### src/rtl/pipe_hazard_ctrl_pkg.sv
// pipe_ctrl_pkg: shared types and constants for the PPCPU pipeline sequencer.
//   state_e    - sequencer states (INIT, RUN, DRAIN, HALTED)
//   REG_ZERO   - architectural zero register; never a dependency source
//   DRAIN_CYC  - cycles needed to empty Ex, Mem and Wr before halting
//   src_match  - one source-operand versus one in-flight-writer comparison
package pipe_ctrl_pkg;

    typedef enum logic [1:0] {
        INIT   = 2'd0,
        RUN    = 2'd1,
        DRAIN  = 2'd2,
        HALTED = 2'd3
    } state_e;

    localparam logic [4:0] REG_ZERO  = 5'd0;
    localparam int         DRAIN_CYC = 3;

    // True when an instruction reading 'src' depends on a writer of 'dst'.
    // Register 0 is hard-wired, so reading it never waits on anyone.
    function automatic logic src_match(input logic       used,
                                       input logic [4:0] src,
                                       input logic       wr,
                                       input logic [4:0] dst);
        return used && (src != REG_ZERO) && wr && (dst == src);
    endfunction

endpackage

### src/rtl/pipe_hazard_ctrl_if.sv
// pipe_hazard_ctrl_if: bundle between the PPCPU datapath and its sequencer.
//   master - datapath side: drives ID operands, writer tags, redirect, halt
//            request; receives enables, flushes, Halted and counters.
//   slave  - sequencer side (pipe_hazard_ctrl).
interface pipe_hazard_ctrl_if #(
    parameter int CNT_W = 16
);
    logic [4:0]       D_Rs;
    logic [4:0]       D_Rt;
    logic             D_UseRs;
    logic             D_UseRt;
    logic             E_RegWr;
    logic             M_RegWr;
    logic             W_RegWr;
    logic [4:0]       E_Rw;
    logic [4:0]       M_Rw;
    logic [4:0]       W_Rw;
    logic             M_PCSrc;
    logic             Halt_Req;
    logic             PC_En;
    logic             IFID_En;
    logic             IFID_Flush;
    logic             IDEx_Flush;
    logic             ExMem_Flush;
    logic             MemWr_Flush;
    logic             Halted;
    logic [CNT_W-1:0] Stall_Cnt;
    logic [CNT_W-1:0] Flush_Cnt;

    modport master (
        output D_Rs, D_Rt, D_UseRs, D_UseRt,
        output E_RegWr, M_RegWr, W_RegWr, E_Rw, M_Rw, W_Rw,
        output M_PCSrc, Halt_Req,
        input  PC_En, IFID_En, IFID_Flush, IDEx_Flush, ExMem_Flush, MemWr_Flush,
        input  Halted, Stall_Cnt, Flush_Cnt
    );

    modport slave (
        input  D_Rs, D_Rt, D_UseRs, D_UseRt,
        input  E_RegWr, M_RegWr, W_RegWr, E_Rw, M_Rw, W_Rw,
        input  M_PCSrc, Halt_Req,
        output PC_En, IFID_En, IFID_Flush, IDEx_Flush, ExMem_Flush, MemWr_Flush,
        output Halted, Stall_Cnt, Flush_Cnt
    );
endinterface

### src/rtl/pipe_hazard_ctrl_raw_detect.sv
// raw_detect: combinational read-after-write detector for the ID stage.
//   d_rs/d_rt, d_use_rs/d_use_rt - ID source registers and their use flags
//   e/m/w_reg_wr, e/m/w_rw       - in-flight writers and their destinations
//   hazard                       - ID must wait for an older writer
// Wr counts as a source: the register file is written at the end of the Wr
// cycle while ID reads it combinationally in that same cycle.
module raw_detect
    import pipe_ctrl_pkg::*;
(
    input  logic [4:0] d_rs,
    input  logic [4:0] d_rt,
    input  logic       d_use_rs,
    input  logic       d_use_rt,
    input  logic       e_reg_wr,
    input  logic       m_reg_wr,
    input  logic       w_reg_wr,
    input  logic [4:0] e_rw,
    input  logic [4:0] m_rw,
    input  logic [4:0] w_rw,
    output logic       hazard
);

    logic rs_hit_s;
    logic rt_hit_s;

    // Compare each source operand against all three older writers.
    always_comb begin
        rs_hit_s = 1'b0;
        rt_hit_s = 1'b0;
        rs_hit_s = src_match(d_use_rs, d_rs, e_reg_wr, e_rw) ||
                   src_match(d_use_rs, d_rs, m_reg_wr, m_rw) ||
                   src_match(d_use_rs, d_rs, w_reg_wr, w_rw);
        rt_hit_s = src_match(d_use_rt, d_rt, e_reg_wr, e_rw) ||
                   src_match(d_use_rt, d_rt, m_reg_wr, m_rw) ||
                   src_match(d_use_rt, d_rt, w_reg_wr, w_rw);
    end

    assign hazard = rs_hit_s | rt_hit_s;

endmodule

### src/rtl/pipe_hazard_ctrl.sv
// pipe_hazard_ctrl: sequencer for the five-stage PPCPU (no forwarding).
//   Clk   - rising-edge clock
//   Rst_n - asynchronous active-low reset
//   bus   - slave side of pipe_hazard_ctrl_if: ID operands, writer tags,
//           M_PCSrc, Halt_Req in; PC_En, IFID_En, four flushes, Halted,
//           Stall_Cnt, Flush_Cnt out.
// Holds bubbles for INIT_CYC cycles after reset, stalls IF/ID on RAW
// hazards, squashes three slots on a Mem redirect, and drains then freezes
// on a halt request. Control outputs are decoded from the registered state
// and the current inputs; state and counters change on the clock edge.
module pipe_hazard_ctrl
    import pipe_ctrl_pkg::*;
#(
    parameter int CNT_W    = 16,
    parameter int INIT_CYC = 4
) (
    input  logic                Clk,
    input  logic                Rst_n,
    pipe_hazard_ctrl_if.slave   bus
);

    localparam int               SEQ_W      = 8;
    localparam logic [SEQ_W-1:0] SEQ_ZERO   = SEQ_W'(0);
    localparam logic [SEQ_W-1:0] SEQ_ONE    = SEQ_W'(1);
    localparam logic [SEQ_W-1:0] INIT_LOAD  = SEQ_W'(INIT_CYC - 1);
    localparam logic [SEQ_W-1:0] DRAIN_LOAD = SEQ_W'(DRAIN_CYC);
    localparam logic [CNT_W-1:0] CNT_ZERO   = CNT_W'(0);
    localparam logic [CNT_W-1:0] CNT_ONE    = CNT_W'(1);
    localparam logic [CNT_W-1:0] CNT_MAX    = {CNT_W{1'b1}};

    state_e           state_r;
    state_e           state_nxt_s;
    logic [SEQ_W-1:0] seq_cnt_r;
    logic [SEQ_W-1:0] seq_cnt_nxt_s;
    logic [CNT_W-1:0] stall_cnt_r;
    logic [CNT_W-1:0] flush_cnt_r;

    logic hazard_s;
    logic stall_s;
    logic stall_inc_s;
    logic flush_inc_s;
    logic pc_en_s;
    logic ifid_en_s;
    logic ifid_flush_s;
    logic idex_flush_s;
    logic exmem_flush_s;
    logic memwr_flush_s;
    logic halted_s;

    raw_detect u_raw_detect (
        .d_rs     (bus.D_Rs),
        .d_rt     (bus.D_Rt),
        .d_use_rs (bus.D_UseRs),
        .d_use_rt (bus.D_UseRt),
        .e_reg_wr (bus.E_RegWr),
        .m_reg_wr (bus.M_RegWr),
        .w_reg_wr (bus.W_RegWr),
        .e_rw     (bus.E_Rw),
        .m_rw     (bus.M_Rw),
        .w_rw     (bus.W_Rw),
        .hazard   (hazard_s)
    );

    // A redirect outranks a hazard: the dependent instruction is squashed anyway.
    assign stall_s     = hazard_s & ~bus.M_PCSrc;
    assign stall_inc_s = (state_r == RUN) & stall_s;
    assign flush_inc_s = ((state_r == RUN) | (state_r == DRAIN)) & bus.M_PCSrc;

    // Next-state, sequencing counter and control decode.
    always_comb begin
        state_nxt_s   = state_r;
        seq_cnt_nxt_s = seq_cnt_r;
        pc_en_s       = 1'b0;
        ifid_en_s     = 1'b0;
        ifid_flush_s  = 1'b1;
        idex_flush_s  = 1'b1;
        exmem_flush_s = 1'b1;
        memwr_flush_s = 1'b1;
        halted_s      = 1'b0;
        case (state_r)
            INIT: begin
                if (seq_cnt_r == SEQ_ZERO) begin
                    state_nxt_s = RUN;
                end else begin
                    seq_cnt_nxt_s = seq_cnt_r - SEQ_ONE;
                end
            end
            RUN: begin
                ifid_flush_s  = 1'b0;
                idex_flush_s  = 1'b0;
                exmem_flush_s = 1'b0;
                memwr_flush_s = 1'b0;
                if (bus.M_PCSrc) begin
                    pc_en_s       = 1'b1;
                    ifid_en_s     = 1'b1;
                    ifid_flush_s  = 1'b1;
                    idex_flush_s  = 1'b1;
                    exmem_flush_s = 1'b1;
                end else if (hazard_s) begin
                    idex_flush_s = 1'b1;
                end else begin
                    pc_en_s   = 1'b1;
                    ifid_en_s = 1'b1;
                end
                if (bus.Halt_Req && !bus.M_PCSrc) begin
                    state_nxt_s   = DRAIN;
                    seq_cnt_nxt_s = DRAIN_LOAD;
                end else begin
                    state_nxt_s = RUN;
                end
            end
            DRAIN: begin
                // Fetch is closed; only instructions already past IF retire.
                idex_flush_s  = 1'b0;
                exmem_flush_s = 1'b0;
                memwr_flush_s = 1'b0;
                if (bus.M_PCSrc) begin
                    // Capture the target so the resume fetches the right path.
                    pc_en_s       = 1'b1;
                    ifid_en_s     = 1'b1;
                    idex_flush_s  = 1'b1;
                    exmem_flush_s = 1'b1;
                end else if (hazard_s) begin
                    idex_flush_s = 1'b1;
                end else begin
                    pc_en_s = 1'b0;
                end
                // Count down only on cycles where something actually advanced;
                // the cycle that decrements to zero is the last drain cycle.
                if (stall_s) begin
                    seq_cnt_nxt_s = seq_cnt_r;
                end else if (seq_cnt_r <= SEQ_ONE) begin
                    seq_cnt_nxt_s = SEQ_ZERO;
                    state_nxt_s   = HALTED;
                end else begin
                    seq_cnt_nxt_s = seq_cnt_r - SEQ_ONE;
                end
            end
            HALTED: begin
                halted_s = 1'b1;
                if (!bus.Halt_Req) begin
                    state_nxt_s = RUN;
                end else begin
                    state_nxt_s = HALTED;
                end
            end
            default: begin
                state_nxt_s   = INIT;
                seq_cnt_nxt_s = INIT_LOAD;
            end
        endcase
    end

    // State and sequencing counter register.
    always_ff @(posedge Clk or negedge Rst_n) begin
        if (!Rst_n) begin
            state_r   <= INIT;
            seq_cnt_r <= INIT_LOAD;
        end else begin
            state_r   <= state_nxt_s;
            seq_cnt_r <= seq_cnt_nxt_s;
        end
    end

    // Saturating performance counters; only reset clears them.
    always_ff @(posedge Clk or negedge Rst_n) begin
        if (!Rst_n) begin
            stall_cnt_r <= CNT_ZERO;
            flush_cnt_r <= CNT_ZERO;
        end else begin
            if (stall_inc_s && (stall_cnt_r != CNT_MAX)) begin
                stall_cnt_r <= stall_cnt_r + CNT_ONE;
            end else begin
                stall_cnt_r <= stall_cnt_r;
            end
            if (flush_inc_s && (flush_cnt_r != CNT_MAX)) begin
                flush_cnt_r <= flush_cnt_r + CNT_ONE;
            end else begin
                flush_cnt_r <= flush_cnt_r;
            end
        end
    end

    assign bus.PC_En       = pc_en_s;
    assign bus.IFID_En     = ifid_en_s;
    assign bus.IFID_Flush  = ifid_flush_s;
    assign bus.IDEx_Flush  = idex_flush_s;
    assign bus.ExMem_Flush = exmem_flush_s;
    assign bus.MemWr_Flush = memwr_flush_s;
    assign bus.Halted      = halted_s;
    assign bus.Stall_Cnt   = stall_cnt_r;
    assign bus.Flush_Cnt   = flush_cnt_r;

endmodule

### src/flat_wrapper.sv
// flat-port wrapper written by rule: the top's interface ports become plain ports
module pipe_hazard_ctrl_flat import pipe_ctrl_pkg::*;
#(
    parameter int CNT_W    = 16,
    parameter int INIT_CYC = 4
)
  (Clk, Rst_n, bus_D_Rs, bus_D_Rt, bus_D_UseRs, bus_D_UseRt, bus_E_RegWr, bus_M_RegWr, bus_W_RegWr, bus_E_Rw, bus_M_Rw, bus_W_Rw, bus_M_PCSrc, bus_Halt_Req, bus_PC_En, bus_IFID_En, bus_IFID_Flush, bus_IDEx_Flush, bus_ExMem_Flush, bus_MemWr_Flush, bus_Halted, bus_Stall_Cnt, bus_Flush_Cnt);
  pipe_hazard_ctrl_if #(.CNT_W(CNT_W)) bus_i ();
  input  logic Clk;
  input  logic Rst_n;
  input wire logic [$bits(bus_i.D_Rs)-1:0] bus_D_Rs;
  input wire logic [$bits(bus_i.D_Rt)-1:0] bus_D_Rt;
  input wire logic [$bits(bus_i.D_UseRs)-1:0] bus_D_UseRs;
  input wire logic [$bits(bus_i.D_UseRt)-1:0] bus_D_UseRt;
  input wire logic [$bits(bus_i.E_RegWr)-1:0] bus_E_RegWr;
  input wire logic [$bits(bus_i.M_RegWr)-1:0] bus_M_RegWr;
  input wire logic [$bits(bus_i.W_RegWr)-1:0] bus_W_RegWr;
  input wire logic [$bits(bus_i.E_Rw)-1:0] bus_E_Rw;
  input wire logic [$bits(bus_i.M_Rw)-1:0] bus_M_Rw;
  input wire logic [$bits(bus_i.W_Rw)-1:0] bus_W_Rw;
  input wire logic [$bits(bus_i.M_PCSrc)-1:0] bus_M_PCSrc;
  input wire logic [$bits(bus_i.Halt_Req)-1:0] bus_Halt_Req;
  output wire logic [$bits(bus_i.PC_En)-1:0] bus_PC_En;
  output wire logic [$bits(bus_i.IFID_En)-1:0] bus_IFID_En;
  output wire logic [$bits(bus_i.IFID_Flush)-1:0] bus_IFID_Flush;
  output wire logic [$bits(bus_i.IDEx_Flush)-1:0] bus_IDEx_Flush;
  output wire logic [$bits(bus_i.ExMem_Flush)-1:0] bus_ExMem_Flush;
  output wire logic [$bits(bus_i.MemWr_Flush)-1:0] bus_MemWr_Flush;
  output wire logic [$bits(bus_i.Halted)-1:0] bus_Halted;
  output wire logic [$bits(bus_i.Stall_Cnt)-1:0] bus_Stall_Cnt;
  output wire logic [$bits(bus_i.Flush_Cnt)-1:0] bus_Flush_Cnt;
  assign bus_i.D_Rs = bus_D_Rs;
  assign bus_i.D_Rt = bus_D_Rt;
  assign bus_i.D_UseRs = bus_D_UseRs;
  assign bus_i.D_UseRt = bus_D_UseRt;
  assign bus_i.E_RegWr = bus_E_RegWr;
  assign bus_i.M_RegWr = bus_M_RegWr;
  assign bus_i.W_RegWr = bus_W_RegWr;
  assign bus_i.E_Rw = bus_E_Rw;
  assign bus_i.M_Rw = bus_M_Rw;
  assign bus_i.W_Rw = bus_W_Rw;
  assign bus_i.M_PCSrc = bus_M_PCSrc;
  assign bus_i.Halt_Req = bus_Halt_Req;
  assign bus_PC_En = bus_i.PC_En;
  assign bus_IFID_En = bus_i.IFID_En;
  assign bus_IFID_Flush = bus_i.IFID_Flush;
  assign bus_IDEx_Flush = bus_i.IDEx_Flush;
  assign bus_ExMem_Flush = bus_i.ExMem_Flush;
  assign bus_MemWr_Flush = bus_i.MemWr_Flush;
  assign bus_Halted = bus_i.Halted;
  assign bus_Stall_Cnt = bus_i.Stall_Cnt;
  assign bus_Flush_Cnt = bus_i.Flush_Cnt;
  pipe_hazard_ctrl #(.CNT_W(CNT_W), .INIT_CYC(INIT_CYC)) u_core (.Clk(Clk), .Rst_n(Rst_n), .bus(bus_i));
endmodule
### config.mk
export PLATFORM = sky130hd
export DESIGN_NAME = pipe_hazard_ctrl_flat
export DESIGN_NICKNAME = d
export VERILOG_FILES = /design/src/rtl/pipe_hazard_ctrl_pkg.sv /design/src/rtl/pipe_hazard_ctrl_if.sv /design/src/rtl/pipe_hazard_ctrl_raw_detect.sv /design/src/rtl/pipe_hazard_ctrl.sv /design/src/flat_wrapper.sv
export SDC_FILE = /design/constraint.sdc
export NUM_CORES = 1
export LEC_CHECK = 0
export ABC_AREA = 1
export CAP_MARGIN = 20
export CELL_PAD_IN_SITES_DETAIL_PLACEMENT = 2
export CELL_PAD_IN_SITES_GLOBAL_PLACEMENT = 2
export CORE_MARGIN = 8
export CORE_UTILIZATION = 27
export CTS_BUF_LIST = sky130_fd_sc_hd__clkbuf_2
export DETAILED_ROUTE_END_ITERATION = 10
export PLACE_DENSITY = 0.89
export SETUP_SLACK_MARGIN = 0.02
export SLEW_MARGIN = 30
export SYNTH_ARGS = -nofsm -noshare
export SYNTH_HDL_FRONTEND = slang
export SYNTH_SLANG_ARGS = --single-unit
### constraint.sdc
create_clock -name Clk -period 2 [get_ports Clk]
set_input_delay 0.4 -clock Clk [delete_from_list [all_inputs] [get_ports Clk]]
set_output_delay 0.4 -clock Clk [all_outputs]
set_load 0.02 [all_outputs]
==> impl_results.md <==
* Slowest cell on crit path: dfrtp_1
* Worst hold path class: input pin to async pin
* Initial DRC count at around 140
* Final Instance Count excl. Fillers at 711
* Tot GR Track Use at 0.1628
* Util after Layout at 0.4043
* Critical Path RT at around 1.6 ns
* Core Area at 0.01089 mm²
* Area leader, netlist: dfrtp_1
* Seq/Total Area, Yosys at 0.3492
* Design Power at approximately 4.4 mW
* FP Rows at 38
* Critical Path, Cell by Cell: inv_2 -> ha_4 -> nand2_2 -> inv_2 -> nand2_2 -> a22oi_2 -> buf_6
* Tcrit/Tclk final at 1.090
* Worst R2R Path Depth at 11
* Post-route DRC at 0
* Max IR drop VDD at roughly 0.74 mV
* Max Clock Freq at 0.4586 GHz
* Placed Area at 0.004080 mm²
* Reg2Reg Setup Slack at between 0.1 and 0.15 ns
* Share of layout cells above drive strength 1 at 0.2154
* Final setup vio count at 3
* Final instance area at 0.004402 mm²
* Routed WL per cell at 17.46 µm
* Mapped Area at 0.003017 mm²
* Status: finished with violations
* Number of global-route vias before repair at 3798
* Synth Register Bits at 42
* Worst-path clk slew at 0.26 ns
* Htree depth at 2
* Pin count of the biggest net entering global routing at 43
* Worst path max stage delay at 0.41 ns
* Antenna viol nets, final at 0
* Count leader, synth: nand2_1
* Main flop type after synthesis: dfrtp_1
* CTS Sinks at 42
* Failing checks: setup timing
* Die X at 121.7 µm
* ANT cells at 0
* LEAKAGE at 2.447 nW
* DPL Wire Length at 9.387 mm
* Cells after DPL at 684
* Die Span Y at 121.7 µm
* Final Max Tran Viols at 0
* Die ar. at 0.01481 mm²
* Routability Congestion at 0.9085
* Worst r2r src: u_core.state_r[1]
* P&R area growth vs syn at 45.91%
* Top Ports at 73
* Async SR Flop Fraction at 1.000
* Synth cell types at 26
* Post-synth EDFFs at 0
* Critical path type: flip-flop to output port
* Crit Path Max Fanout at 4
* Worst-Margin Slew at 0.4533 ns
* Reg2reg end: u_core.bus.Flush_Cnt[9]
* Critical Path AT at 1.78 ns
* Pre-antenna DRT Iters at 4
* Post-synth top cells: nand2_1 (160), nor2_1 (58), inv_1 (49), dfrtp_1 (40), nand3_1 (39)
* Clock Skews at 0.04245 ns
* Crit. End Element: output port
* Mapped Cells at 452
* Post-synth net total at 494
* Drt via density at between 4 and 5
* Synth top area share at 0.3318
* Initial antenna violation count at 0
* Port buffer count at 72
* Yosys warns at 0
* Worst slack, placed at -0.8643 ns
* CP delay by family, top: flip-flops
* Unrepaired setup endpoints after global routing: yes
* Final hold vios at 0
* Buf+Inv Stages, Crit Path at 3
* Area contributors post-synth: dfrtp_1 (33%), nand2_1 (20%), nor2_1 (7.2%)
* First-pass GRT wire length at 19.62 mm
* Worst skew pair latency at 0.44 ns
* Initial Util at 0.2771
* Total wire length at 12.42 mm
* Final setup margin at -0.1804 ns
* Via count at about 3400
* Headroom to the max-slew limit at 0.6954
* Startpoint types: flip-flop
* Fin nets at 612
* Tmin final at 2.180 ns
* Max clock buf depth at 2
* Maxcap violations at 0
* Filler instances at roughly 1300
* Grt ovf at 0
* TritonCTS clock tree: yes
* Clock tree root buffer cell: clkbuf_2
* Avg Cell Area, Syn at 6.674 µm²
* Pwr dens at 996.9 mW/mm²
* Num CTS Buffers at 5
## through the flow
step                hold slack (ns)  TNS, ns
floorplan                    0.1044        0
CTS                          0.4164  -0.3667
global placement             0.3960   -12.94
finish                       0.4198  -0.3850
detailed placement           0.4015   -15.21
global route                 0.4004  -0.9461
## layout make-up
type / instances / area (µm²) / share of cell area
multi-input combinational: 347 / 1839 / 0.4179
sequential: 42 / 1066 / 0.2422
timing repair buffer: 117 / 1064 / 0.2416
inverter: 57 / 216.5 / 0.04918
tap: 140 / 175.2 / 0.03980
clock buffer: 5 / 25.02 / 0.005685
clock inverter: 3 / 16.27 / 0.003695
## per-layer routing
layer,up-vias,global-route usage,wire [µm]
met5,-,0,0
met3,6,0.02962,292
met1,1677,0.1974,5527
met4,0,0.03392,97
met2,41,0.2930,6499
li1,1656,-,-
## flip-flops by register name, indices dropped and copies added, names as in the netlist
name and cells:
u_core.bus.Flush_Cnt 16, u_core.bus.Stall_Cnt 16, u_core.seq_cnt_r 8, u_core.state_r 2
## report_power, final
group	internal, mW	switching (mW)	total [mW]
clock	0.0797	0.318	0.398
sequential	1.05	0.184	1.23
combinational	1.22	1.54	2.76
## timing repair
action / in CTS / in global routing
setup buffers: 13 / 7
hold buffers: 1 / 0
gates resized for setup: 104 / 50
pin swaps: 11 / 6
endpoints found under the setup margin: 49 / 60
endpoints found under the hold margin: 40 / 0
## layout by cell type, fill, tap and decap left out, drive strengths merged
cell type | synthesis | routed
nand2 | 161 | 161
nor2 | 58 | 58
inv | 57 | 57
buf | 6 | 52
nand3 | 41 | 41
dfrtp | 40 | 40
dlygate4sd2 | 0 | 31
xor2 | 16 | 16
xnor2 | 16 | 16
o21ai | 16 | 16
dlymetal6s2s | 0 | 14
clkdlybuf4s50 | 0 | 13
nand4 | 12 | 12
nor3 | 8 | 8
ha | 8 | 8
clkbuf | 0 | 7
clkdlybuf4s15 | 0 | 4
a21oi | 4 | 4
nor4 | 3 | 3
dfstp | 2 | 2
a22oi | 2 | 2
clkinv | 0 | 2
a31oi | 1 | 1
a21boi | 1 | 1
clkinvlp | 0 | 1
dlygate4sd3 | 0 | 1
## kinds of logic (layout without fill, tap and decap cells)
family                     after synthesis  after routing  synth area share
xor gates and xnor gates                32             32           0.09290
DFF                                     42             42            0.3492
and+or+nand+nor                        283            283            0.3953
AOI/OAI and AO/OA                       24             24           0.04521
buffers and inverters                   63            182           0.08420
adders and majority gates                8              8           0.03318
## tightest hold or removal path: cells and delay by family
family | cells | cell delay [ns]
buf+inv | 3 | 0.90
## worst max-delay path by stage
stage | cells past startpoint | slack, ns | start | end
after global routing | 7 | -0.30 | u_core.state_r[1] | bus_PC_En
after detailed placement | 10 | -0.86 | bus_D_Rt[4] | bus_PC_En
after floorplan | 10 | 0.03 | bus_D_Rt[4] | bus_PC_En
after CTS | 7 | -0.18 | u_core.state_r[0] | bus_PC_En
final | 7 | -0.18 | u_core.state_r[1] | bus_IFID_En
after global placement | 10 | -0.84 | bus_D_Rt[4] | bus_PC_En
No activity file was read; power rests on OpenSTA's default activity.
